--- src/rtl/alu_pkg.sv ---
// Shared definitions for the ALU command sequencer.
// Holds the ALU opcode constants, the sequencer FSM state type, the captured
// response record and the saturating error-counter update helper.
package alu_pkg;

    // Width of the ALU the sequencer is paired with; the response record is sized for it.
    localparam int ALU_BITS = 8;

    // ALU opcodes
    localparam logic [1:0] OP_SUB = 2'b00;
    localparam logic [1:0] OP_CMP = 2'b01;
    localparam logic [1:0] OP_SHL = 2'b10;
    localparam logic [1:0] OP_CHG = 2'b11;

    // Sequencer FSM states
    typedef enum logic [1:0] {
        ST_IDLE  = 2'b00,
        ST_ISSUE = 2'b01,
        ST_RESP  = 2'b10
    } seq_state_t;

    // One captured ALU response: issued op, result and the four ALU flags
    typedef struct packed {
        logic [1:0]          op;
        logic [ALU_BITS-1:0] out;
        logic                ovf;
        logic                err;
        logic                even;
        logic                single;
    } alu_rsp_t;

    // Next value of the 8-bit saturating error counter; clear has priority over increment
    function automatic logic [7:0] err_cnt_next(input logic [7:0] cnt,
                                                input logic       inc,
                                                input logic       clr);
        logic [7:0] nxt;
        if (clr) begin
            nxt = 8'h00;
        end else if (inc && (cnt != 8'hFF)) begin
            nxt = cnt + 8'h01;
        end else begin
            nxt = cnt;
        end
        return nxt;
    endfunction

endpackage

--- src/rtl/alu_cmd_fifo.sv ---
// Command FIFO for the ALU sequencer.
// Ports: clk/rst_n (async active-low), push/push_data (write, ignored when full),
// pop/pop_data (pop_data is the current head, pop ignored when empty),
// full/empty status derived from the registered occupancy count.
// DEPTH must be a power of two so the pointers wrap by natural overflow.
module alu_cmd_fifo
    import alu_pkg::*;
#(
    parameter int WIDTH = 18,
    parameter int DEPTH = 4
) (
    input  logic             clk,
    input  logic             rst_n,
    input  logic             push,
    input  logic [WIDTH-1:0] push_data,
    input  logic             pop,
    output logic [WIDTH-1:0] pop_data,
    output logic             full,
    output logic             empty
);

    localparam int AW = $clog2(DEPTH);

    logic [WIDTH-1:0] mem_r [DEPTH];
    logic [AW-1:0]    wr_ptr_r;
    logic [AW-1:0]    rd_ptr_r;
    logic [AW:0]      count_r;
    logic             push_ok_s;
    logic             pop_ok_s;

    assign full      = (count_r == (AW+1)'(DEPTH));
    assign empty     = (count_r == (AW+1)'(0));
    assign push_ok_s = push & ~full;
    assign pop_ok_s  = pop & ~empty;
    assign pop_data  = mem_r[rd_ptr_r];

    // Storage write; data needs no reset because occupancy gates every read
    always_ff @(posedge clk) begin
        if (push_ok_s) begin
            mem_r[wr_ptr_r] <= push_data;
        end
    end

    // Pointer and occupancy tracking; a simultaneous push and pop leaves the count unchanged
    always_ff @(posedge clk or negedge rst_n) begin
        if (!rst_n) begin
            wr_ptr_r <= AW'(0);
            rd_ptr_r <= AW'(0);
            count_r  <= (AW+1)'(0);
        end else begin
            if (push_ok_s) begin
                wr_ptr_r <= wr_ptr_r + AW'(1);
            end
            if (pop_ok_s) begin
                rd_ptr_r <= rd_ptr_r + AW'(1);
            end
            case ({push_ok_s, pop_ok_s})
                2'b10:   count_r <= count_r + (AW+1)'(1);
                2'b01:   count_r <= count_r - (AW+1)'(1);
                default: count_r <= count_r;
            endcase
        end
    end

endmodule

--- src/rtl/alu_sequencer.sv ---
// ALU command sequencer.
// Queues commands (i_cmd_valid/o_cmd_ready, i_cmd_op/a/b) in a FIFO, issues
// them one at a time to an external ALU through registered o_alu_op/a/b,
// captures the ALU result and flags (i_alu_*) one cycle later and presents
// them as a held response (o_rsp_valid/i_rsp_ready, o_rsp_*). o_err_cnt
// counts accepted responses flagged with err, saturating at 255, and is
// zeroed by i_clr_cnt. The ALU itself lives outside this block.
module alu_sequencer
    import alu_pkg::*;
#(
    parameter int BITS  = ALU_BITS,
    parameter int DEPTH = 4
) (
    input  logic            i_clk,
    input  logic            i_rst_n,
    input  logic            i_cmd_valid,
    output logic            o_cmd_ready,
    input  logic [1:0]      i_cmd_op,
    input  logic [BITS-1:0] i_cmd_a,
    input  logic [BITS-1:0] i_cmd_b,
    output logic [1:0]      o_alu_op,
    output logic [BITS-1:0] o_alu_a,
    output logic [BITS-1:0] o_alu_b,
    input  logic [BITS-1:0] i_alu_out,
    input  logic            i_alu_ovf,
    input  logic            i_alu_err,
    input  logic            i_alu_even,
    input  logic            i_alu_single,
    output logic            o_rsp_valid,
    input  logic            i_rsp_ready,
    output logic [1:0]      o_rsp_op,
    output logic [BITS-1:0] o_rsp_out,
    output logic            o_rsp_ovf,
    output logic            o_rsp_err,
    output logic            o_rsp_even,
    output logic            o_rsp_single,
    input  logic            i_clr_cnt,
    output logic [7:0]      o_err_cnt
);

    localparam int CMD_W = 2 + 2 * BITS;

    seq_state_t       state_r;
    logic [1:0]       alu_op_r;
    logic [BITS-1:0]  alu_a_r;
    logic [BITS-1:0]  alu_b_r;
    alu_rsp_t         rsp_r;
    logic             rsp_valid_r;
    logic [7:0]       err_cnt_r;

    logic             fifo_full_s;
    logic             fifo_empty_s;
    logic             fifo_pop_s;
    logic             rsp_fire_s;
    logic [CMD_W-1:0] cmd_word_s;
    logic [CMD_W-1:0] head_s;

    assign cmd_word_s  = {i_cmd_op, i_cmd_a, i_cmd_b};
    assign o_cmd_ready = ~fifo_full_s;
    assign rsp_fire_s  = rsp_valid_r & i_rsp_ready;

    alu_cmd_fifo #(
        .WIDTH (CMD_W),
        .DEPTH (DEPTH)
    ) u_fifo (
        .clk       (i_clk),
        .rst_n     (i_rst_n),
        .push      (i_cmd_valid),
        .push_data (cmd_word_s),
        .pop       (fifo_pop_s),
        .pop_data  (head_s),
        .full      (fifo_full_s),
        .empty     (fifo_empty_s)
    );

    // Head is consumed when idle, or when the held response is accepted so the next issue follows immediately
    always_comb begin
        fifo_pop_s = 1'b0;
        case (state_r)
            ST_IDLE: fifo_pop_s = ~fifo_empty_s;
            ST_RESP: fifo_pop_s = i_rsp_ready & ~fifo_empty_s;
            default: fifo_pop_s = 1'b0;
        endcase
    end

    // Sequencer FSM: issue operands, capture ALU result one cycle later, hold response until accepted
    always_ff @(posedge i_clk or negedge i_rst_n) begin
        if (!i_rst_n) begin
            state_r     <= ST_IDLE;
            alu_op_r    <= 2'b00;
            alu_a_r     <= '0;
            alu_b_r     <= '0;
            rsp_r       <= '0;
            rsp_valid_r <= 1'b0;
        end else begin
            case (state_r)
                ST_IDLE: begin
                    if (!fifo_empty_s) begin
                        alu_op_r <= head_s[CMD_W-1 -: 2];
                        alu_a_r  <= head_s[2*BITS-1 -: BITS];
                        alu_b_r  <= head_s[BITS-1:0];
                        state_r  <= ST_ISSUE;
                    end
                end
                ST_ISSUE: begin
                    rsp_r.op     <= alu_op_r;
                    rsp_r.out    <= i_alu_out;
                    rsp_r.ovf    <= i_alu_ovf;
                    rsp_r.err    <= i_alu_err;
                    rsp_r.even   <= i_alu_even;
                    rsp_r.single <= i_alu_single;
                    rsp_valid_r  <= 1'b1;
                    state_r      <= ST_RESP;
                end
                ST_RESP: begin
                    if (i_rsp_ready) begin
                        rsp_valid_r <= 1'b0;
                        if (!fifo_empty_s) begin
                            alu_op_r <= head_s[CMD_W-1 -: 2];
                            alu_a_r  <= head_s[2*BITS-1 -: BITS];
                            alu_b_r  <= head_s[BITS-1:0];
                            state_r  <= ST_ISSUE;
                        end else begin
                            state_r  <= ST_IDLE;
                        end
                    end
                end
                default: begin
                    rsp_valid_r <= 1'b0;
                    state_r     <= ST_IDLE;
                end
            endcase
        end
    end

    // Saturating count of accepted error responses
    always_ff @(posedge i_clk or negedge i_rst_n) begin
        if (!i_rst_n) begin
            err_cnt_r <= 8'h00;
        end else begin
            err_cnt_r <= err_cnt_next(err_cnt_r, rsp_fire_s & rsp_r.err, i_clr_cnt);
        end
    end

    assign o_alu_op     = alu_op_r;
    assign o_alu_a      = alu_a_r;
    assign o_alu_b      = alu_b_r;
    assign o_rsp_valid  = rsp_valid_r;
    assign o_rsp_op     = rsp_r.op;
    assign o_rsp_out    = rsp_r.out;
    assign o_rsp_ovf    = rsp_r.ovf;
    assign o_rsp_err    = rsp_r.err;
    assign o_rsp_even   = rsp_r.even;
    assign o_rsp_single = rsp_r.single;
    assign o_err_cnt    = err_cnt_r;

endmodule

--- config.mk ---
export PLATFORM = sky130hd
export DESIGN_NAME = alu_sequencer
export DESIGN_NICKNAME = d
export VERILOG_FILES = /design/src/rtl/alu_pkg.sv /design/src/rtl/alu_cmd_fifo.sv /design/src/rtl/alu_sequencer.sv
export SDC_FILE = /design/constraint.sdc
export NUM_CORES = 1
export LEC_CHECK = 0
export ABC_AREA = 1
export CAP_MARGIN = 30
export CORE_MARGIN = 8
export CORE_UTILIZATION = 50
export DETAILED_ROUTE_END_ITERATION = 8
export PLACE_DENSITY_LB_ADDON = 0.3
export SLEW_MARGIN = 30
export SYNTH_ARGS = -nofsm -noshare
export SYNTH_HDL_FRONTEND = slang
export SYNTH_HIERARCHICAL = 1
export SYNTH_SLANG_ARGS = --single-unit
--- constraint.sdc ---
create_clock -name i_clk -period 6.8 [get_ports i_clk]
set_clock_uncertainty 0.2 [all_clocks]
set_input_delay 1.36 -clock i_clk [delete_from_list [all_inputs] [get_ports i_clk]]
set_output_delay 1.36 -clock i_clk [all_outputs]
set_load 0.02 [all_outputs]
==> flow_summary_export.csv <==
group,metric,value,unit
critical_path,worst-path-max-fanout,21,
synth,synthTopCellsByCount,"144 x sky130_fd_sc_hd__nand2_1, 72 x sky130_fd_sc_hd__edfxtp_1, 65 x sky130_fd_sc_hd__inv_1",
clock_network,cts_num_sinks,122,
synth,ys_types,30,
layout,fin_nets,588,
clock_network,clock_slew_at_reported_path_ffs,0.06,ns
synth,synthesis.nets,501,
power,total_leakage_power,2.92,nW
timing,report.final.slew_viol_count,0,
synth,mappedNetlistArea,5150,um2
routing,drtPass1Iterations,4,
grt,use_met2,0.277,
grt,groute.usage.overall,0.164,
timing,finalSetupViolations,0,
routing,wl_per_cell,15.5,um
timing,tightest_slew,0.790,ns
routing,drt_iter0_drc,182,
power,finalPower,3.22,mW
floorplanning,pin_count,77,
synth,synth_top_area_share,0.420,
synth,leading_cell_type_by_number_of_instances_after_synthesis,"sky130_fd_sc_hd__nand2_1",
critical_path,cp_data_required_time,7.00,ns
timing,worst_slew_margin_relative_to_its_limit,0.473,
grt,gr-usage-met3,0.0432,
clock_network,worst_skew_pair.late_latency,0.51,ns
critical_path,setup.worst_path.class,"in2reg",
clock_network,largest_buffer_count_on_any_clock_path,2,
floorplanning,start_util,0.506,
critical_path,path_delay_family,"buffers and inverters",
grt,global_route.peak_usage_layer,"met2",
critical_path,cp_num_buf_inv,5,
clock_network,postCtsResizedCells,0,
grt,maximum_number_of_pins_on_one_net_before_global_route_repair,51,
floorplanning,floorplan.rows,37,
critical_path,critPathMostFrequentCell,"sky130_fd_sc_hd__nand2_1",
synth,synthArstFlopShare,0.410,
critical_path,crit_path_start_kind,"primary input",
routing,dr_total_vias,3500,
floorplanning,die_height,118,um
place,placement.io_buffers,76,
power,cellPowerDensity,484,nW/um2
timing,fin_ws,3.08,ns
clock_network,cts-buffers-inserted,17,
clock_network,cts_tree,"built",
layout,syn2layout_area_growth,29.2,%
synth,synth_top_area_cell,"sky130_fd_sc_hd__edfxtp_1",
grt,met1_usage,0.194,
grt,grt_pass1_vias,3673,
layout,drive_gt1_frac,0.118,
grt,first_pass_grt_wire_length,18200,um
clock_network,clock-root-buffer,"sky130_fd_sc_hd__clkbuf_8",
place,minimum_setup_slack_after_placement,2.60,ns
status,run_status,"finished, final reports clean",
timing,finalHoldViolCount,0,
floorplanning,fp.dieArea,13800,um2
routing,routed_via_density,5.04,
synth,mapped_avg_cell_area,11.2,um2
synth,synth_edf_count,72,
synth,dominantRegCellSynth,"sky130_fd_sc_hd__edfxtp_1",
routing,ant_nets,0,
synth,synth.area.top_cells,"sky130_fd_sc_hd__edfxtp_1 42%, sky130_fd_sc_hd__dfrtp_1 24%, sky130_fd_sc_hd__nand2_1 10%",
critical_path,slowest_stage,"sky130_fd_sc_hd__clkdlybuf4s50_1",
critical_path,timing.critical_path.arrival,3.92,ns
clock_network,htree_num_levels,4,
floorplanning,die-width,118,um
routing,drc,0,
grt,grt_antenna_before_repair,0,
hold_path,worstHoldPathType,"reg2reg",
grt,grt_overflow,0,
critical_path,worst_setup_path_end_kind,"flip-flop",
timing,ratio_of_final_minimum_period_to_clock_period,0.548,
power,irDropWorstVdd,204,uV
timing,grt_setup_unrepaired,"false",
clock_network,holdBufCountCts,0,
synth,synth_seq_area_share,0.662,
synth,postSynthRegisterBits,122,
floorplanning,core_region_area,10200,um2
routing,wl_final,10800,um
clock_network,cts_setup_buffers,0,
synth,synth-warning-count,6,
timing,final.min_clock_period,3.72,ns
place,place.gp.congestion,0.790,
timing,timing.fmax,0.269,GHz
layout,diodes,0,
run,timing.max_cap.violations,0,
critical_path,path_cells,"clkdlybuf4s50_1, inv_1, nand2_1, nand2_1, inv_2, nand2_1, inv_1, ha_1, inv_1, fa_1, nand2_1, nand3_1, nand2_1, nand2_1",
synth,synthCells,459,
place,dp.final_hpwl,7100,um
timing,setup-tns-final,0,ns
critical_path,critical_path.max_stage_delay,0.49,ns
[stage by stage]
stage / hold WS, ns / utilization / cell area, um2 / cells
3_5_place_dp: 0.273 / 0.592 / 6030 / 663
4_1_cts: 0.290 / 0.654 / 6660 / 695
5_1_grt: 0.315 / 0.654 / 6660 / 695
3_3_place_gp: 0.262 / 0.587 / 5980 / 661
2_1_floorplan: 0.250 / - / 5150 / 459
6_report: 0.286 / 0.654 / 6660 / 695
[worst register-to-register path: stages, from the launching register on]
cell	delay (ns)
sky130_fd_sc_hd__dfrtp_1	0.38
sky130_fd_sc_hd__inv_1	0.07
sky130_fd_sc_hd__nand3_1	0.19
sky130_fd_sc_hd__inv_1	0.07
sky130_fd_sc_hd__nor2_1	0.08
sky130_fd_sc_hd__nand2_1	0.40
sky130_fd_sc_hd__inv_2	0.44
sky130_fd_sc_hd__nand2_1	0.13
sky130_fd_sc_hd__inv_1	0.07
sky130_fd_sc_hd__ha_1	0.16
sky130_fd_sc_hd__inv_1	0.07
sky130_fd_sc_hd__fa_1	0.38
sky130_fd_sc_hd__nand2_1	0.11
sky130_fd_sc_hd__nand3_1	0.09
sky130_fd_sc_hd__nand2_1	0.07
sky130_fd_sc_hd__nand2_1	0.05
[per-layer routing]
layer / up-vias / part of all wire
li1: 1693 / -
met1: 1674 / 0.44
met2: 120 / 0.50
met3: 13 / 0.048
met4: 0 / 0.015
met5: - / 0
[cells by family after synthesis]
kind of cell,share of synthesized area
AOI/OAI and AO/OA,0.0675
xor gates and xnor gates,0.00340
adders and majority gates,0.0185
buffers and inverters,0.0767
DFF,0.662
muxes,0.0284
and+or+nand+nor,0.143
[state kept, by name, summed over array words and instances, names as in the netlist, 3 cells and up]
register,cells
o_rsp_out,8
o_alu_a,8
u_fifo/mem_r,72
o_alu_b,8
u_fifo/count_r,3
o_err_cnt,8
[cell usage in the layout, fill, tap and decap left out, types with 6 or more instances in the layout]
cell type                         Yosys  routed
sky130_fd_sc_hd__nor2_1              14      14
sky130_fd_sc_hd__nand2_1            144     144
sky130_fd_sc_hd__mux2_2              12      12
sky130_fd_sc_hd__inv_6                0       6
sky130_fd_sc_hd__clkbuf_16            0      16
sky130_fd_sc_hd__ha_1                 6       6
sky130_fd_sc_hd__nand3_1             16      16
sky130_fd_sc_hd__edfxtp_1            72      72
sky130_fd_sc_hd__clkdlybuf4s50_1      0      75
sky130_fd_sc_hd__inv_1               65      65
sky130_fd_sc_hd__dfrtp_1             50      50
sky130_fd_sc_hd__o211ai_1            34      34
[final timing paths]
check | startpoint | end | slack, ns | cells after the start
setup / recovery | i_rsp_ready | u_fifo/count_r[2] | 3.08 | 14
min in group asynchronous | i_rst_n | o_rsp_out[3] | 0.67 | 1
hold / removal | o_alu_b[5] | o_alu_b[5] | 0.29 | 2
max in group asynchronous | i_rst_n | o_alu_a[0] | 5.31 | 1
setup reg to reg | u_fifo/count_r[2] | u_fifo/count_r[2] | 3.74 | 15
hold reg to reg | o_alu_b[5] | o_alu_b[5] | 0.29 | 2
[power breakdown]
group | internal [mW] | total [mW] | switching, mW
Clock | 0.603 | 0.940 | 0.337
Combinational | 0.462 | 1.14 | 0.681
Sequential | 1.02 | 1.14 | 0.125
[layout make-up]
class	count	area, um2
clock buffer	17	414
clock inverter	15	211
fill	785	3530
inverter	70	268
multi-input combinational	253	1350
sequential	122	3410
tap	136	170
timing repair buffer	82	836
No activity file was read; power rests on OpenSTA's default activity.
==> RTL edit 1 (same settings) <==
`DEPTH` is set to 4 in 2 places; all go to 8.
--- a/src/rtl/alu_cmd_fifo.sv
+++ b/src/rtl/alu_cmd_fifo.sv
@@ -8,5 +8,5 @@
 #(
     parameter int WIDTH = 18,
-    parameter int DEPTH = 4
+    parameter int DEPTH = 8
 ) (
     input  logic             clk,
--- a/src/rtl/alu_sequencer.sv
+++ b/src/rtl/alu_sequencer.sv
@@ -10,5 +10,5 @@
 #(
     parameter int BITS  = ALU_BITS,
-    parameter int DEPTH = 4
+    parameter int DEPTH = 8
 ) (
     input  logic            i_clk,
Check against the original RTL: not equivalent (Yosys sat finds a counterexample within 10 cycles, from zero or initial values and one cycle with i_rst_n low).
==> RTL edit 1 against the original RTL <==
Setup slack got worse by 0.23 ns. Total power rose by 36%. Routed wire length up 59%. First-iteration DRC count increased by 130%. Final cell count up 73%. Final area is 53% higher. Largest power group unchanged. Area after synthesis up 68%. Sequential cell count grew 75.
==> RTL edit 1: results (changes against the original RTL) <==
Post-synthesis sequential area ratio -> 65.2% (was 66.2%)
Synth unique cells -> 31 (was 30)
WHS Path Cells -> 2 (unchanged)
Layout cells sized above 1 -> 7.65% (was 11.8%)
Drt pass-1 iters -> 5 (was 4)
Largest net degree at the start of global routing -> 108 (was 51)
Syn Nets -> 933 (was 501)
Post-synth top cells -> nand2_1, nor2_1, edfxtp_1 (was nand2_1, edfxtp_1, inv_1)
# resized after CTS -> 0 (unchanged)
Outcome -> finished clean (unchanged)
Gpl congestion -> 0.835 (was 0.790)
Leading post-synthesis cells by cell area -> edfxtp_1, dfrtp_1, nand2_1 (unchanged)
CP max FO -> 20 (was 21)
VDD IR-drop max -> 0.278 mV (was 0.204 mV)
Layout net count -> 1009 (was 588)
Post-synth EDFFs -> 144 (was 72)
Final setup vio count -> 0 (unchanged)
DP Wirelength -> 10500 µm (was 7100 µm)
Initial DRC Count -> 410 (was 182)
Vias in the first global route -> 5567 (was 3673)
Worst Setup Slack post-DPL -> 2.36 ns (was 2.60 ns)
Clk_lat worst skew -> 0.42 ns (was 0.51 ns)
Leak pwr -> 0.00451 µW (was 0.00292 µW)
Via-to-Cell Ratio -> 4.76 (was 5.04)
Total GRT Usage -> 16.5% (was 16.4%)
Diode count -> 0 (unchanged)
WL/cell -> 14.3 µm (was 15.5 µm)
Clock slew at reported path FFs -> 0.07 ns
Bufs on Longest Clock Path -> 2 (unchanged)
Clk root buf -> clkbuf_16 (was clkbuf_8)
Top reg by flops -> u_fifo/mem_r (unchanged)
Async set-reset flop share out of synthesis -> 26.9% (was 41.0%)
Crit path max-delay family -> simple AND/OR/NAND/NOR gates (was buffers and inverters)
Relative slew slack -> 48.7% (was 47.3%)
First-pass GRT wire length -> 28200 µm (was 18200 µm)
Max reg flops -> 144 (was 72)
RTL edit 1: changes by cell type in the layout (fill, tap and decap cells not counted), sizes merged, moves of 6 or more:
cell | before | now
buf | 7 | 13
edfxtp | 72 | 144
inv | 75 | 107
nand2 | 150 | 337
nor2 | 15 | 157
nor3 | 1 | 9
o211ai | 36 | 0
RTL edit 1: worst reg2reg max path: cells and delay by family (launching register included):
family                     cells  cell delay [ns]
DFF                            1             0.42
buffers and inverters          3             0.46
adders and majority gates      2             0.55
and+or+nand+nor               10             1.57
RTL edit 1: layout make-up:
| class | instances | area [µm²] |
|---|---|---|
| Tap cell | 225 | 282 |
| Fill cell | 1428 | 6950 |
| Multi-Input combinational cell | 560 | 2430 |
| Sequential cell | 197 | 5650 |
| Timing Repair Buffer | 88 | 850 |
| Clock inverter | 14 | 124 |
| Inverter | 103 | 392 |
| Clock buffer | 18 | 429 |
RTL edit 1: layer usage:
| layer | track usage (%) | wire [µm] |
|---|---|---|
| met1 | 21.0 | 7670 |
| met2 | 27.2 | 8090 |
| met5 | 0 | 0 |
| met3 | 4.07 | 1120 |
| met4 | 5.71 | 296 |
RTL edit 1: through the flow:
| stage | hold slack (ns) | cells | utilization (%) | cell area [µm²] |
|---|---|---|---|---|
| after CTS | 0.288 | 1205 | 59.3 | 10200 |
| after floorplan | 0.278 | 891 | - | 8660 |
| after detailed placement | 0.270 | 1173 | 56.1 | 9600 |
| after global routing | 0.313 | 1205 | 59.4 | 10200 |
| final | 0.285 | 1205 | 59.4 | 10200 |
| after global placement | 0.263 | 1173 | 56.1 | 9600 |
RTL edit 1: final timing paths:
path                            slack, ns               from                  to
worst min-delay path                 0.28         o_alu_b[6]          o_alu_b[6]
worst max-delay path                 2.84        i_rsp_ready   u_fifo/count_r[3]
worst max register to register       3.49  u_fifo/count_r[0]   u_fifo/count_r[3]
worst min register to register       0.28         o_alu_b[6]          o_alu_b[6]
max in group asynchronous            5.06            i_rst_n  u_fifo/rd_ptr_r[0]
min in group asynchronous            0.84            i_rst_n        o_err_cnt[5]
RTL edit 1: report_power, final:
group / switching (µW) / total (µW) / internal, µW
logic: 1090 / 1720 / 627
registers: 151 / 1720 / 1570
clock network: 428 / 937 / 509
RTL edit 1: logic make-up after synthesis:
kind of cell             Yosys count  synth area share, %
buffers and inverters            134                 7.19
adder cells (fa/ha/maj)            7                 1.10
XOR/XNOR                           7                0.708
AO/OA/AOI/OAI                     15                0.953
multiplexers                      13                 1.69
flip-flops                       197                 65.2
AND/OR/NAND/NOR                  518                 23.1
==> RTL edit 2 (same flow settings) <==
Without the edit above. The 3 states of `seq_state_t` get a one-hot encoding in 3 bits.
--- a/src/rtl/alu_pkg.sv
+++ b/src/rtl/alu_pkg.sv
@@ -14,8 +14,8 @@
 
     // Sequencer FSM states
-    typedef enum logic [1:0] {
-        ST_IDLE  = 2'b00,
-        ST_ISSUE = 2'b01,
-        ST_RESP  = 2'b10
+    typedef enum logic [2:0] {
+        ST_IDLE  = 3'b001,
+        ST_ISSUE = 3'b010,
+        ST_RESP  = 3'b100
     } seq_state_t;
 
Formal check against the unedited RTL: same outputs for any inputs over 10 cycles, from zero or initial values and one cycle with i_rst_n low; not proved beyond that.
==> RTL edit 2 against the original RTL <==
Setup slack improved by 0.24 ns. Non-clock buffer count did not move. Total power fell by 2.3%. Final area rose by 1.6%. Hold slack barely moved. Sequential cell count rose by 1. Routed wire length fell by 3.5%. Sequential share of layout area fell by 0.43 points. Area after synthesis rose by 4.2%. Largest power group unchanged. Highest routed layer unchanged.
==> RTL edit 2: results (changes against the original RTL) <==
Outcome -> finished clean (unchanged)
Diode count -> 0 (unchanged)
Gpl congestion -> 0.841 (was 0.790)
Drt pass-1 iters -> 4 (unchanged)
Initial DRC Count -> 241 (was 182)
Sw frac -> 35.3% (was 35.5%)
Uppermost layer routed -> met4 (unchanged)
Worst slew pin tran -> 0.793 ns (was 0.790 ns)
Layout cells sized above 1 -> 12.6% (was 11.8%)
Syn Nets -> 526 (was 501)
M1 wire length -> 4600 µm (was 4740 µm)
Clock slew at reported path FFs -> 0.06 ns (about the same)
Yosys Warn Count -> 6 (unchanged)
Clk_lat worst skew -> 0.51 ns (about the same)
Leading post-synthesis cells by cell area -> edfxtp_1, dfrtp_1, nand2_1 (unchanged)
Leak pwr -> 0.00296 µW (was 0.00292 µW)
Register-to-register setup slack -> 3.81 ns (was 3.74 ns)
Async set-reset flop share out of synthesis -> 41.5% (was 41.0%)
DP Wirelength -> 6940 µm (was 7100 µm)
Met3 WL -> 683 µm (was 520 µm)
Met3 Use GR -> 4.09% (was 4.32%)
GRT met2 Usage -> 24.5% (was 27.7%)
Layout net count -> 610 (was 588)
# fillers -> 827 (was 785)
Met2 Wirelength -> 4950 µm (was 5390 µm)
Synth unique cells -> 28 (was 30)
Post-synthesis sequential area ratio -> 64.1% (was 66.2%)
Worst Hold Class -> flip-flop to flip-flop (unchanged)
Top reg by flops -> u_fifo/mem_r (unchanged)
Crit path max-delay family -> simple AND/OR/NAND/NOR gates (was buffers and inverters)
VDD IR-drop max -> 0.230 mV (was 0.204 mV)
WL/cell -> 14.5 µm (was 15.5 µm)
Post-synth top cells -> nand2_1, edfxtp_1, inv_1 (unchanged)
R2R Path Start -> u_fifo/count_r[1] (was u_fifo/count_r[2])
Hold_buf cts -> 0 (unchanged)
GR Util met1 -> 18.7% (was 19.4%)
First-pass GRT wire length -> 17200 µm (was 18200 µm)
Vias -> 3575 (was 3500)
Total GRT Usage -> 15.1% (was 16.4%)
CP max stage delay -> 0.53 ns (was 0.49 ns)
Crit path DAT -> 3.69 ns (was 3.92 ns)
Largest net degree at the start of global routing -> 52 (was 51)
## RTL edit 2: changes by cell type in the layout (fill, tap and decap cells not counted), moves of 4 or more
| cell | change |
|---|---|
| clkinvlp_4 | +4 |
| inv_2 | +4 |
| inv_6 | -5 |
| nand2_1 | -5 |
| nand3_1 | +25 |
| nand3_2 | +4 |
## RTL edit 2: power by group through the flow
| stage | logic [µW] | registers (µW) | clock network (µW) |
|---|---|---|---|
| after CTS | 1140 | 1150 | 892 |
| after global placement | 1100 | 1150 | 0 |
| after floorplan | 703 | 1250 | 0 |
| final | 1130 | 1150 | 873 |
| after global routing | 1260 | 1170 | 927 |
| after detailed placement | 1130 | 1160 | 0 |
## RTL edit 2: area by class of cell
type                    count  area, µm²  share of cell area, %
clock buffers              17        414                   6.12
clock inverters            14        173                   2.55
inverters                  72        270                   3.99
multi-input cells         272       1480                   21.9
flip-flops and latches    123       3440                   50.8
well taps                 140        175                   2.59
repair buffers             82        813                   12.0
## RTL edit 2: cell families (layout without fill, tap and decap cells)
| family | Yosys count | after routing | synth area share (%) |
|---|---|---|---|
| mux | 13 | 13 | 2.73 |
| xor+xnor | 1 | 1 | 0.163 |
| flops | 123 | 123 | 64.1 |
| buf+inv | 89 | 185 | 8.37 |
| compound gates | 45 | 45 | 6.20 |
| fa+ha+maj | 7 | 7 | 1.77 |
| simple gates | 206 | 206 | 16.7 |
## RTL edit 2: worst min path at each step
| stage | end | from | cells after the start | slack (ns) |
|---|---|---|---|---|
| after CTS | u_fifo/count_r[0] | u_fifo/count_r[0] | 1 | 0.30 |
| after global routing | u_fifo/count_r[0] | u_fifo/count_r[0] | 1 | 0.31 |
| after global placement | u_fifo/count_r[1] | u_fifo/count_r[1] | 2 | 0.27 |
| final | u_fifo/count_r[1] | u_fifo/count_r[1] | 2 | 0.29 |
| after floorplan | u_fifo/count_r[1] | u_fifo/count_r[1] | 2 | 0.25 |
| after detailed placement | u_fifo/count_r[1] | u_fifo/count_r[1] | 2 | 0.28 |
## RTL edit 2: through the flow
step	hold WS, ns	cells	setup WS [ns]	instance area, µm²	power (µW)
3_3_place_gp	0.266	688	2.91	6160	2250
5_1_grt	0.313	720	3.07	6770	3360
4_1_cts	0.297	720	3.34	6770	3180
3_5_place_dp	0.282	689	2.81	6180	2290
6_report	0.286	720	3.32	6770	3150
2_1_floorplan	0.250	484	3.85	5370	1950
## RTL edit 2: worst reg2reg max path, delay by kind of cell, from the launching register on
| family | cells | cell delay [ns] |
|---|---|---|
| buffers and inverters | 5 | 0.45 |
| adders and majority gates | 2 | 0.55 |
| and+or+nand+nor | 8 | 1.34 |
| DFF | 1 | 0.35 |
